$ cat src/rtl/mem_access_pkg.sv
// Shared definitions for the memory-access front end: request op field
// layout, access size encodings, FSM state encoding and small helpers for
// size normalisation and sub-word alignment.
package mem_access_pkg;

  // req_op = {store, unsigned, size[1:0]}
  localparam int OP_STORE   = 3;
  localparam int OP_UNS     = 2;
  localparam int OP_SIZE_HI = 1;
  localparam int OP_SIZE_LO = 0;

  localparam logic [1:0] SZ_BYTE = 2'b00;
  localparam logic [1:0] SZ_HALF = 2'b01;
  localparam logic [1:0] SZ_WORD = 2'b10;

  typedef enum logic [1:0] {
    ST_IDLE = 2'd0,
    ST_RD   = 2'd1,
    ST_CAP  = 2'd2,
    ST_WR   = 2'd3
  } state_e;

  // Size 11 has no meaning of its own and behaves as a word access.
  function automatic logic [1:0] norm_size(input logic [1:0] sz);
    return (sz == 2'b11) ? SZ_WORD : sz;
  endfunction

  // Clears the low address bits that a half or word access cannot use.
  function automatic logic [1:0] align_offset(input logic [1:0] sz,
                                              input logic [1:0] off);
    case (sz)
      SZ_BYTE: return off;
      SZ_HALF: return {off[1], 1'b0};
      default: return 2'b00;
    endcase
  endfunction

  // True when the low address bits do not match the access size.
  function automatic logic misaligned(input logic [1:0] sz,
                                      input logic [1:0] off);
    return ((sz == SZ_HALF) && off[0]) || ((sz == SZ_WORD) && (off != 2'b00));
  endfunction

endpackage

$ cat src/rtl/mem_lane_align.sv
// Combinational big-endian lane steering between a 32-bit memory word and
// right-aligned register data. Load side extracts the addressed byte/half
// and sign- or zero-extends it; store side merges the low byte/half of the
// write data into the addressed lane of the current memory word.
module mem_lane_align
  import mem_access_pkg::*;
(
  input  logic [1:0]  offset,
  input  logic [1:0]  size,
  input  logic        uns,
  input  logic [31:0] mem_word,
  input  logic [31:0] wdata,
  output logic [31:0] load_data,
  output logic [31:0] merge_data
);

  logic [7:0]  byte_lane;
  logic [15:0] half_lane;

  function automatic logic signed [31:0] ext8(input logic [7:0] b, input logic zx);
    logic signed [7:0] sb;
    sb = b;
    return zx ? $signed({24'h0, b}) : 32'(sb);
  endfunction

  function automatic logic signed [31:0] ext16(input logic [15:0] h, input logic zx);
    logic signed [15:0] sh;
    sh = h;
    return zx ? $signed({16'h0, h}) : 32'(sh);
  endfunction

  // Pick the addressed lane; offset 0 is the most significant byte.
  always_comb begin
    byte_lane = mem_word[31:24];
    case (offset)
      2'd0: byte_lane = mem_word[31:24];
      2'd1: byte_lane = mem_word[23:16];
      2'd2: byte_lane = mem_word[15:8];
      2'd3: byte_lane = mem_word[7:0];
      default: byte_lane = mem_word[31:24];
    endcase
    half_lane = offset[1] ? mem_word[15:0] : mem_word[31:16];
  end

  // Extend the extracted lane to a full register value.
  always_comb begin
    case (size)
      SZ_BYTE: load_data = ext8(byte_lane, uns);
      SZ_HALF: load_data = ext16(half_lane, uns);
      default: load_data = mem_word;
    endcase
  end

  // Overlay the store data onto the addressed lane, keeping other lanes.
  always_comb begin
    merge_data = mem_word;
    case (size)
      SZ_BYTE: begin
        case (offset)
          2'd0: merge_data[31:24] = wdata[7:0];
          2'd1: merge_data[23:16] = wdata[7:0];
          2'd2: merge_data[15:8]  = wdata[7:0];
          2'd3: merge_data[7:0]   = wdata[7:0];
          default: merge_data = mem_word;
        endcase
      end
      SZ_HALF: begin
        if (offset[1]) merge_data[15:0]  = wdata[15:0];
        else           merge_data[31:16] = wdata[15:0];
      end
      default: merge_data = wdata;
    endcase
  end

endmodule

$ cat src/rtl/mem_access_unit.sv
// Load/store front end in front of a word-only synchronous data memory.
// Word stores write directly; byte/half stores do read-modify-write; loads
// read, extract the lane and extend. Each transaction ends with a one-cycle
// rsp_valid pulse.
// Optional build macro MEM_ACCESS_MISALIGN_TRAP_EN: misaligned half/word
// accesses complete immediately with rsp_err instead of being force-aligned.
module mem_access_unit
  import mem_access_pkg::*;
#(
  parameter int MEM_AW = 8
) (
  input  logic              clk,
  input  logic              rst_n,
  input  logic              req_valid,
  output logic              req_ready,
  input  logic [3:0]        req_op,
  input  logic [31:0]       req_addr,
  input  logic [31:0]       req_wdata,
  output logic              rsp_valid,
  output logic [31:0]       rsp_rdata,
  output logic              rsp_err,
  output logic [MEM_AW-1:0] mem_addr,
  output logic [31:0]       mem_wdata,
  output logic              mem_we,
  input  logic [31:0]       mem_rdata
);

  state_e            state_q, state_d;
  logic [MEM_AW-1:0] mem_addr_q, mem_addr_d;
  logic [31:0]       mem_wdata_q, mem_wdata_d;
  logic              mem_we_q, mem_we_d;
  logic              rsp_valid_q, rsp_valid_d;
  logic [31:0]       rsp_rdata_q, rsp_rdata_d;
  logic              rsp_err_d;

  // Latched request fields (data path, not reset).
  logic              store_q, store_d;
  logic              uns_q, uns_d;
  logic [1:0]        size_q, size_d;
  logic [1:0]        off_q, off_d;
  logic [31:0]       wdata_q, wdata_d;

  logic              accept;
  logic              req_store;
  logic [1:0]        req_size;
  logic [1:0]        req_off;
  logic [31:0]       load_data;
  logic [31:0]       merge_data;
  logic              unused_addr_hi;

  assign req_ready      = (state_q == ST_IDLE);
  assign accept         = req_valid && req_ready;
  assign req_store      = req_op[OP_STORE];
  assign req_size       = norm_size(req_op[OP_SIZE_HI:OP_SIZE_LO]);
  assign req_off        = align_offset(req_size, req_addr[1:0]);
  assign unused_addr_hi = ^req_addr[31:MEM_AW+2];

  mem_lane_align u_lane_align (
    .offset     (off_q),
    .size       (size_q),
    .uns        (uns_q),
    .mem_word   (mem_rdata),
    .wdata      (wdata_q),
    .load_data  (load_data),
    .merge_data (merge_data)
  );

  // Next-state and next-output logic for the transaction FSM.
  always_comb begin
    state_d     = state_q;
    mem_addr_d  = mem_addr_q;
    mem_wdata_d = mem_wdata_q;
    mem_we_d    = 1'b0;
    rsp_valid_d = 1'b0;
    rsp_rdata_d = rsp_rdata_q;
    rsp_err_d   = 1'b0;
    store_d     = store_q;
    uns_d       = uns_q;
    size_d      = size_q;
    off_d       = off_q;
    wdata_d     = wdata_q;
    case (state_q)
      ST_IDLE: begin
        if (accept) begin
          store_d = req_store;
          uns_d   = req_op[OP_UNS];
          size_d  = req_size;
          off_d   = req_off;
          wdata_d = req_wdata;
`ifdef MEM_ACCESS_MISALIGN_TRAP_EN
          if (misaligned(req_size, req_addr[1:0])) begin
            // Trap: answer at once, never touch memory.
            rsp_valid_d = 1'b1;
            rsp_err_d   = 1'b1;
            rsp_rdata_d = 32'h0;
          end else
`endif
          begin
            mem_addr_d = req_addr[MEM_AW+1:2];
            if (req_store && (req_size == SZ_WORD)) begin
              // Full-word store needs no read.
              mem_wdata_d = req_wdata;
              mem_we_d    = 1'b1;
              state_d     = ST_WR;
            end else begin
              state_d = ST_RD;
            end
          end
        end
      end
      ST_RD: begin
        state_d = ST_CAP;
      end
      ST_CAP: begin
        if (store_q) begin
          mem_wdata_d = merge_data;
          mem_we_d    = 1'b1;
          state_d     = ST_WR;
        end else begin
          rsp_rdata_d = load_data;
          rsp_valid_d = 1'b1;
          state_d     = ST_IDLE;
        end
      end
      ST_WR: begin
        rsp_rdata_d = 32'h0;
        rsp_valid_d = 1'b1;
        state_d     = ST_IDLE;
      end
      default: begin
        state_d = ST_IDLE;
      end
    endcase
  end

  // FSM state and registered outputs; reset aborts any transaction.
  always_ff @(posedge clk or negedge rst_n) begin
    if (!rst_n) begin
      state_q     <= ST_IDLE;
      mem_addr_q  <= '0;
      mem_wdata_q <= 32'h0;
      mem_we_q    <= 1'b0;
      rsp_valid_q <= 1'b0;
      rsp_rdata_q <= 32'h0;
    end else begin
      state_q     <= state_d;
      mem_addr_q  <= mem_addr_d;
      mem_wdata_q <= mem_wdata_d;
      mem_we_q    <= mem_we_d;
      rsp_valid_q <= rsp_valid_d;
      rsp_rdata_q <= rsp_rdata_d;
    end
  end

  // Request capture register; only meaningful while a transaction runs.
  always_ff @(posedge clk) begin
    store_q <= store_d;
    uns_q   <= uns_d;
    size_q  <= size_d;
    off_q   <= off_d;
    wdata_q <= wdata_d;
  end

`ifdef MEM_ACCESS_MISALIGN_TRAP_EN
  logic rsp_err_q;

  // Error flag accompanies the trap response pulse.
  always_ff @(posedge clk or negedge rst_n) begin
    if (!rst_n) rsp_err_q <= 1'b0;
    else        rsp_err_q <= rsp_err_d;
  end

  assign rsp_err = rsp_err_q;
`else
  logic unused_err;
  assign unused_err = rsp_err_d;
  assign rsp_err    = 1'b0;
`endif

  assign mem_addr  = mem_addr_q;
  assign mem_wdata = mem_wdata_q;
  assign mem_we    = mem_we_q;
  assign rsp_valid = rsp_valid_q;
  assign rsp_rdata = rsp_rdata_q;

endmodule

$ cat config.mk
export PLATFORM = sky130hd
export DESIGN_NAME = mem_access_unit
export DESIGN_NICKNAME = d
export VERILOG_FILES = /design/src/rtl/mem_access_pkg.sv /design/src/rtl/mem_lane_align.sv /design/src/rtl/mem_access_unit.sv
export SDC_FILE = /design/constraint.sdc
export NUM_CORES = 1
export LEC_CHECK = 0
export ABC_AREA = 1
export BUFFER_PORTS_ARGS = -buffer_cell sky130_fd_sc_hd__buf_2
export CORE_ASPECT_RATIO = 0.75
export CORE_UTILIZATION = 40
export DETAILED_ROUTE_END_ITERATION = 6
export MAX_ROUTING_LAYER = met4
export PLACE_DENSITY = 0.66
export SKIP_CTS_REPAIR_TIMING = 1
export SLEW_MARGIN = 5
export SYNTH_ARGS = -nofsm -noshare
export SYNTH_HDL_FRONTEND = slang
export SYNTH_HIERARCHICAL = 1
export SYNTH_SLANG_ARGS = --single-unit
$ cat constraint.sdc
create_clock -name clk -period 1.6 [get_ports clk]
set_input_delay 0.08 -clock clk [delete_from_list [all_inputs] [get_ports clk]]
set_output_delay 0.08 -clock clk [all_outputs]
set_load 0.02 [all_outputs]
==> results of run 1 <==
cells by family after synthesis:
| logic type | share of synthesized area, % |
|---|---|
| and+or+nand+nor | 34.0 |
| other | 0.0580 |
| buffers and inverters | 7.66 |
| AOI/OAI and AO/OA | 11.2 |
| DFF | 47.0 |
worst paths after layout:
check / start / end / slack, ps / cells past startpoint
setup / recovery: off_q[1] / rsp_rdata[18] / -30 / 9
hold / removal: mem_rdata[2] / rsp_rdata[2] / 30 / 5
setup reg to reg: off_q[1] / rsp_rdata[18] / -30 / 9
hold reg to reg: rsp_rdata[30] / rsp_rdata[30] / 460 / 2
max in group asynchronous: rst_n / state_q[1] / 950 / 3
min in group asynchronous: rst_n / rsp_rdata[31] / 50 / 2
Yosys cell counts (7+ instances only):
cell | number | area, sq um
a21oi_1 | 38 | 190
buf_2 | 21 | 105
buf_4 | 12 | 90.1
clkbuf_1 | 17 | 63.8
dfrtp_1 | 76 | 1900
edfxtp_1 | 38 | 1140
inv_1 | 39 | 146
nand2_1 | 382 | 1430
nand3_1 | 112 | 561
nand4_1 | 7 | 43.8
nor2_1 | 9 | 33.8
o211ai_1 | 29 | 218
o21ai_0 | 50 | 250
worst register-to-register path, stage by stage (launching register included):
cell	delay [ps]
edfxtp_1	420
buf_6	180
buf_6	140
o21bai_1	120
nand3_2	140
nand3_4	130
clkbuf_16	170
nand3_2	70
nand2_1	90
nand2_1	50
sequential cells by signal (all words and copies together), names as in the netlist:
register	count
store_q	1
wdata_q	32
rsp_valid	1
size_q	2
rsp_rdata	32
mem_addr	8
mem_wdata	32
uns_q	1
state_q	2
mem_we	1
off_q	2
power breakdown:
group | switching [mW] | internal (mW)
clock network | 1.34 | 2.34
registers | 0.611 | 4.19
logic | 4.94 | 2.68
total | 6.89 | 9.20
final cells by class:
cell class                      instances  area [sq um]  area share (%)
Clock buffer                           24           503            5.57
Clock inverter                          8          72.6           0.804
Inverter                               45           175            1.94
Multi-Input combinational cell        651          3070            34.0
Sequential cell                       114          3040            33.7
Tap cell                              205           256            2.84
Timing Repair Buffer                  259          1900            21.0
Timing Repair inverter                  1          7.51          0.0832
routing by layer:
metal	part of all wire (%)	global-route usage (%)	vias to the layer above	routed length [um]
li1	-	-	3308	-
met1	45	38.5	3138	10000
met2	44	37.6	358	9790
met3	9.2	5.93	23	2030
met4	1.1	6.73	0	232
met5	0	-	-	0
==> flow_summary.json, run 1 <==
{
  "cap_viol_max_count": 0,
  "postSynthAreaPerCell_sq_um": 7.47,
  "setup_ws_ps": -25.9,
  "synth_cell_types": 26,
  "place_hpwl_mm": 15.2,
  "numCtsBuffers": 17,
  "ant_nets": 0,
  "n_antenna_cell": 0,
  "die_y_um": 112,
  "setup_tns_ps": -63.1,
  "die_w_um": 149,
  "drive_gt1_share_pct": 26.6,
  "dp_cells": 1218,
  "layout_common_cells": "nand2_1, buf_2, nand3_1",
  "path_class": "flip-flop to flip-flop",
  "critical_path.top_delay_family": "buffers and inverters",
  "synth_edf_count": 38,
  "area_delta_synth_final_pct": 39.5,
  "async_flop_share_pct": 66.7,
  "fin_crit_sh_pct": 102,
  "ys_seq_area_share_pct": 47.0,
  "ys.flop_type": "dfrtp_1",
  "dpl_cell_area_sq_um": 7660,
  "overflow": 0,
  "clkTransAtPathRegs_ps": 50,
  "portBuffers": 155,
  "final_util_pct": 58.1,
  "dr.pass1.iters": 6,
  "rows": 39,
  "cp_data_arrival_time_ps": 1940,
  "clock_latency_ps": 420,
  "critPathMaxFanout": 9,
  "final_nets": 1192,
  "grt_pass1_vias": 5990,
  "drv_slew": 0,
  "clock_path_buffers": 2,
  "num_io_pins": 179,
  "rsz0062_at_grt": "true",
  "cp-end-kind": "flip-flop",
  "finalCriticalPeriod_ps": 1630,
  "grt_start_max_net_pins": 39,
  "antenna_found_initial": 0,
  "grt_pass1_wl_mm": 32.8,
  "start_util_pct": 41.7,
  "h-tree-depth": 4,
  "grt_usage_pct": 26.7,
  "drc": 0,
  "layout_commonest_cell": "nand2_1",
  "syn_area_sq_um": 6470,
  "crit_slowest_cell": "edfxtp_1",
  "leakagePower_nw": 4.77,
  "avgViaCountPerCell": 5.22,
  "crit_required_ps": 1910,
  "violations": "negative setup slack",
  "cp.buffers_inverters": 3,
  "fillCellCount": 1457,
  "design.die.area_sq_um": 16700,
  "cts_tree": "yes",
  "syn_nets": 969,
  "wl_per_cell_um": 16.9,
  "p_per_area_nw_per_um2": 1780,
  "design_area_sq_um": 9020,
  "ys_seq_elements": 114,
  "finalHoldViolations": 0,
  "ir_drop_uv": 1160,
  "finalSetupViolCount": 5,
  "stdcell_count": 1307,
  "vias": 6827,
  "path_cells": "buf_6 -> buf_6 -> o21bai_1 -> nand3_2 -> nand3_4 -> clkbuf_16 -> nand3_2 -> nand2_1 -> nand2_1",
  "max_stage_delay_ps": 420,
  "outcome": "finished with violations",
  "wl_mm": 22.1,
  "finalClockSkew_ps": 5.78,
  "hold_ws_ps": 27.8,
  "cts_root_buf": "clkbuf_16",
  "ys_warn_count": 6,
  "drt_iter0_drc": 738,
  "numClockSinks": 114,
  "power_mw": 16.1,
  "hp-class": "input pin to flip-flop",
  "max_freq_mhz": 615,
  "startpoint_type": "flip-flop",
  "place_ws_ps": -39.1,
  "synthCells": 866,
  "core_area_sq_um": 15500,
  "gp_congestion": 0.948
}
Power figures use the tool's default switching activity.
==> run 2, diff against run 1 <==
PLACE_DENSITY = not set   (was 0.66)
PLACE_DENSITY_LB_ADDON = 0.12   (was not set)
==> run 2 against run 1 <==
  * The run still ends with negative setup slack left
  * Worst hold slack lost 10 ps
  * Largest power group unchanged
  * Via count grew 0.83%
  * Fmax shrank 1.4%
  * Final cell count grew 0.77%
  * Global-route usage grew 0.22 points
  * Critical path depth is the same
  * Highest routed layer unchanged
  * Setup slack lost 23 ps
==> flow_summary.json, run 2 (synthesis results as in run 1) <==
{
  "outcome": "finished with violations",
  "violations": "negative setup slack",
  "ir_drop_uv": 923,
  "numCtsBuffers": 17,
  "min_path_cells": 5,
  "finalHoldViolations": 0,
  "dpl_cell_area_sq_um": 7660,
  "wl_per_cell_um": 17.0,
  "overflow": 0,
  "cts_tree": "yes",
  "clock_path_buffers": 2,
  "final_nets": 1202,
  "leakagePower_nw": 4.93,
  "design_area_sq_um": 9450,
  "cts_root_buf": "clkbuf_16",
  "area_delta_synth_final_pct": 46.1,
  "final_util_pct": 60.9,
  "clock_latency_ps": 420,
  "fin_crit_sh_pct": 103,
  "reg2reg_to": "rsp_rdata[9]",
  "drt_iter0_drc": 621,
  "num_io_pins": 179,
  "grt_pass1_vias": 6020,
  "cp-end-kind": "flip-flop",
  "layout_common_cells": "nand2_1, buf_2, nand3_1",
  "multiInputGateArea_sq_um": 3270,
  "clkTransAtPathRegs_ps": 50,
  "r2r.worst_path.cells": 9,
  "ant_nets": 0,
  "grt_start_max_net_pins": 77,
  "vias": 6884,
  "die_y_um": 112,
  "setup_ws_ps": -49.0,
  "drc": 0,
  "core_area_sq_um": 15500,
  "portBuffers": 155,
  "die_w_um": 149,
  "fillCellCount": 1381,
  "gp_congestion": 0.944,
  "crit-reg2reg-launch": "off_q[1]",
  "p_per_area_nw_per_um2": 1780,
  "max_freq_mhz": 606,
  "numClockSinks": 114,
  "wl_mm": 22.4,
  "cp.buffers_inverters": 3,
  "critical_path.top_delay_family": "simple AND/OR/NAND/NOR gates",
  "path_cells": "buf_6 -> nor2_4 -> buf_12 -> a21oi_4 -> nand3_4 -> buf_6 -> nand3_2 -> nand2_1 -> nand2_1",
  "max_stage_delay_ps": 450,
  "crit_required_ps": 1910,
  "antenna_found_initial": 0,
  "grt_usage_pct": 26.9,
  "layout_commonest_cell": "nand2_1",
  "hp-class": "input pin to flip-flop",
  "power_mw": 16.8,
  "drive_gt1_share_pct": 30.6,
  "cp_data_arrival_time_ps": 1950,
  "rsz0062_at_grt": "true",
  "worstHoldStart": "mem_rdata[1]",
  "startpoint_type": "flip-flop",
  "rows": 39,
  "cap_viol_max_count": 0,
  "ff2ff_setup_slack_ps": -50,
  "start_util_pct": 41.7,
  "seq_area_sq_um": 3040,
  "n_antenna_cell": 0,
  "crit_slowest_cell": "edfxtp_1",
  "critPathMaxFanout": 6,
  "avgViaCountPerCell": 5.23,
  "dr.pass1.iters": 6,
  "hold_end": "rsp_rdata[1]",
  "design.die.area_sq_um": 16700,
  "finalCriticalPeriod_ps": 1650,
  "grt_pass1_wl_mm": 32.8,
  "finalClockSkew_ps": 11.4,
  "place_hpwl_mm": 15.3,
  "drv_slew": 0,
  "h-tree-depth": 4,
  "path_class": "flip-flop to flip-flop",
  "finalSetupViolCount": 19
}
[run 2: cell types whose count changed in the layout (fill, tap and decap cells not counted), moves of 8 or more]
cell and change:
buf_4 -9, o21ai_0 -11, buf_6 +14, nand3_1 -11, nand2_1 -8, a21oi_1 -9, nand3_2 +11
[run 2: report_power, final]
group	leakage (nW)	total (mW)	switching, mW	internal (mW)
clock network	0.288	3.92	1.33	2.59
registers	1.33	4.80	0.619	4.19
logic	3.31	8.10	5.17	2.94
total	4.93	16.8	7.12	9.71
[run 2: how the worst max path moves through the flow]
stage | cells past startpoint | from | end
finish | 9 | off_q[1] | rsp_rdata[9]
global route | 9 | size_q[1] | mem_wdata[15]
CTS | 10 | size_q[0] | mem_wdata[7]
floorplan | 4 | state_q[1] | off_q[0]
detailed placement | 9 | off_q[0] | rsp_rdata[12]
global placement | 9 | off_q[1] | mem_wdata[19]
[run 2: final cells by class]
class	instances	share of cell area (%)
Inverter	45	1.89
Clock buffer	21	4.66
Timing Repair Buffer	270	22.2
Sequential cell	114	32.2
Tap cell	205	2.71
Multi-Input combinational cell	651	34.6
Clock inverter	11	1.72
[run 2: worst register-to-register path: stages (launching register included)]
cell and delay [ps]:
edfxtp_1 450, buf_6 180, nor2_4 170, buf_12 160
a21oi_4 70, nand3_4 140, buf_6 170, nand3_2 70
nand2_1 80, nand2_1 50
[run 2: per-stage QoR]
step                setup slack (ps)  hold WS (ps)  TNS (ps)  cells
floorplan                       40.7          -216         0    866
global route                    -108          32.1     -3680   1317
finish                         -49.0          17.6      -492   1317
CTS                            -32.8          -309      -382   1250
detailed placement             -22.8           132      -219   1218
global placement               -29.8           134     -39.6   1218
[run 2: metal layers]
metal  global-route usage (%)  up-vias  wire (um)
met3                     5.57       19       1630
met5                        -        -          0
met2                     36.9      274       9550
li1                         -     3341          -
met4                     7.41        0        289
met1                     39.7     3250      10900
==> run 3, diff against run 2 <==
clock period = 1.7 ns   (was 1.6 ns; I/O delays follow)
==> run 3 against run 2 <==
  * The run now ends clean
  * Non-clock buffer count down 25
  * Global-route usage down 0.70 points
  * Clock skew decreased by 3.4 ps
  * Critical path depth rose by 1
  * Sequential power shrank 5.6%
  * Routed wire length shrank 6.1%
  * Largest cell class is now sequential cells
  * Sequential cell count stayed put
  * Highest routed layer unchanged
==> flow_summary.json, run 3 (synthesis results as in run 1) <==
{
  "outcome": "finished, final reports clean",
  "clock_latency_ps": 420,
  "drt_iter0_drc": 521,
  "grt_pass1_wl_mm": 32.2,
  "dr.pass1.iters": 6,
  "start_util_pct": 41.7,
  "design_area_sq_um": 8770,
  "grt_usage_pct": 26.2,
  "dpl_cell_area_sq_um": 7590,
  "layout_common_cells": "nand2_1, buf_2, nand3_1",
  "r2r.worst_path.cells": 10,
  "min_path_cells": 2,
  "hold_ws_ps": 33.9,
  "avgViaCountPerCell": 5.13,
  "n_antenna_cell": 0,
  "m1WireLength_mm": 10.3,
  "hold_end": "off_q[0]",
  "dr_wl_met2_mm": 9.04,
  "grt_pass1_vias": 5927,
  "drive_gt1_share_pct": 23.9,
  "met3_length_mm": 1.53,
  "cts_tree": "yes",
  "h-tree-depth": 4,
  "finalSetupViolCount": 0,
  "finalCriticalPeriod_ps": 1620,
  "setup_tns_ps": 0,
  "overflow": 0,
  "critPathMaxFanout": 26,
  "die_y_um": 112,
  "place_hpwl_mm": 15.2,
  "cap_viol_max_count": 0,
  "die_w_um": 149,
  "ant_nets": 0,
  "max_freq_mhz": 617,
  "layout_commonest_cell": "nand2_1",
  "worstHoldStart": "req_addr[0]",
  "num_io_pins": 179,
  "ir_drop_uv": 1020,
  "startpoint_type": "flip-flop",
  "design.die.area_sq_um": 16700,
  "clkTransAtPathRegs_ps": 60,
  "leakagePower_nw": 4.60,
  "cp_data_arrival_time_ps": 1930,
  "numCtsBuffers": 17,
  "portBuffers": 155,
  "numClockSinks": 114,
  "p_per_area_nw_per_um2": 1720,
  "crit_required_ps": 2010,
  "final_util_pct": 56.5,
  "clock_path_buffers": 2,
  "crit-reg2reg-launch": "off_q[1]",
  "gp_congestion": 0.939,
  "finalClockSkew_ps": 8.00,
  "finalHoldViolations": 0,
  "power_mw": 15.1,
  "fin_crit_sh_pct": 95.3,
  "path_class": "flip-flop to flip-flop",
  "drv_slew": 0,
  "hp-class": "input pin to flip-flop",
  "final_nets": 1177,
  "vias": 6627,
  "antenna_found_initial": 0,
  "wl_mm": 21.0,
  "rsz0062_at_grt": "true",
  "reg2reg_to": "mem_wdata[31]",
  "drc": 0,
  "wl_per_cell_um": 16.3,
  "area_delta_synth_final_pct": 35.6,
  "rows": 39,
  "core_area_sq_um": 15500,
  "fillCellCount": 1498,
  "cp-end-kind": "flip-flop",
  "top_layer_used": "met4",
  "cts_root_buf": "clkbuf_16",
  "ff2ff_setup_slack_ps": 80,
  "grt_start_max_net_pins": 43
}
==> run 3: cell count changes in the layout (fill, tap and decap cells not counted), sizes merged <==
cell	change
buf	-22
clkbuf	-5
clkinv	+2
==> run 3: worst max-delay path, stage by stage (launching register included) <==
cell and delay (ps):
edfxtp_1 450, buf_12 200, nor2_4 160, buf_12 160, nand2_1 50, o211ai_1 70, nand4_1 100, nand3_1 110
nand2_1 80, nand3_1 70, nand2_1 50
==> run 3: report_power, final <==
part	internal [mW]	switching (mW)
combinational	2.34	4.55
sequential	3.94	0.591
clock	2.42	1.23
total	8.69	6.37
==> run 3: area by class of cell <==
class	instances	area (sq um)	area share (%)
Sequential cell	114	3040	34.7
Multi-Input combinational cell	651	2980	33.9
Timing Repair Buffer	245	1720	19.6
Clock buffer	19	433	4.94
Tap cell	205	256	2.93
Inverter	45	171	1.96
Clock inverter	13	166	1.90
==> run 3: metrics by stage <==
step,cells,setup WS [ps]
floorplan,866,141
global placement,1210,55.7
detailed placement,1210,33.0
CTS,1242,6.34
global route,1292,-24.5
finish,1292,80.2
==> run 3: routing by layer <==
layer,GRT usage [%],up-vias
li1,-,3276
met2,36.8,268
met1,38.8,3072
met3,5.16,11
met4,5.58,0
met5,-,-
==> run 3: how the worst max path moves through the flow <==
| stage | start | to | depth (start not counted) |
|---|---|---|---|
| final | off_q[1] | mem_wdata[31] | 10 |
| after CTS | off_q[1] | mem_wdata[7] | 10 |
| after detailed placement | off_q[0] | rsp_rdata[15] | 9 |
| after floorplan | state_q[1] | off_q[0] | 4 |
| after global routing | off_q[1] | mem_wdata[31] | 10 |
| after global placement | off_q[0] | rsp_rdata[15] | 9 |
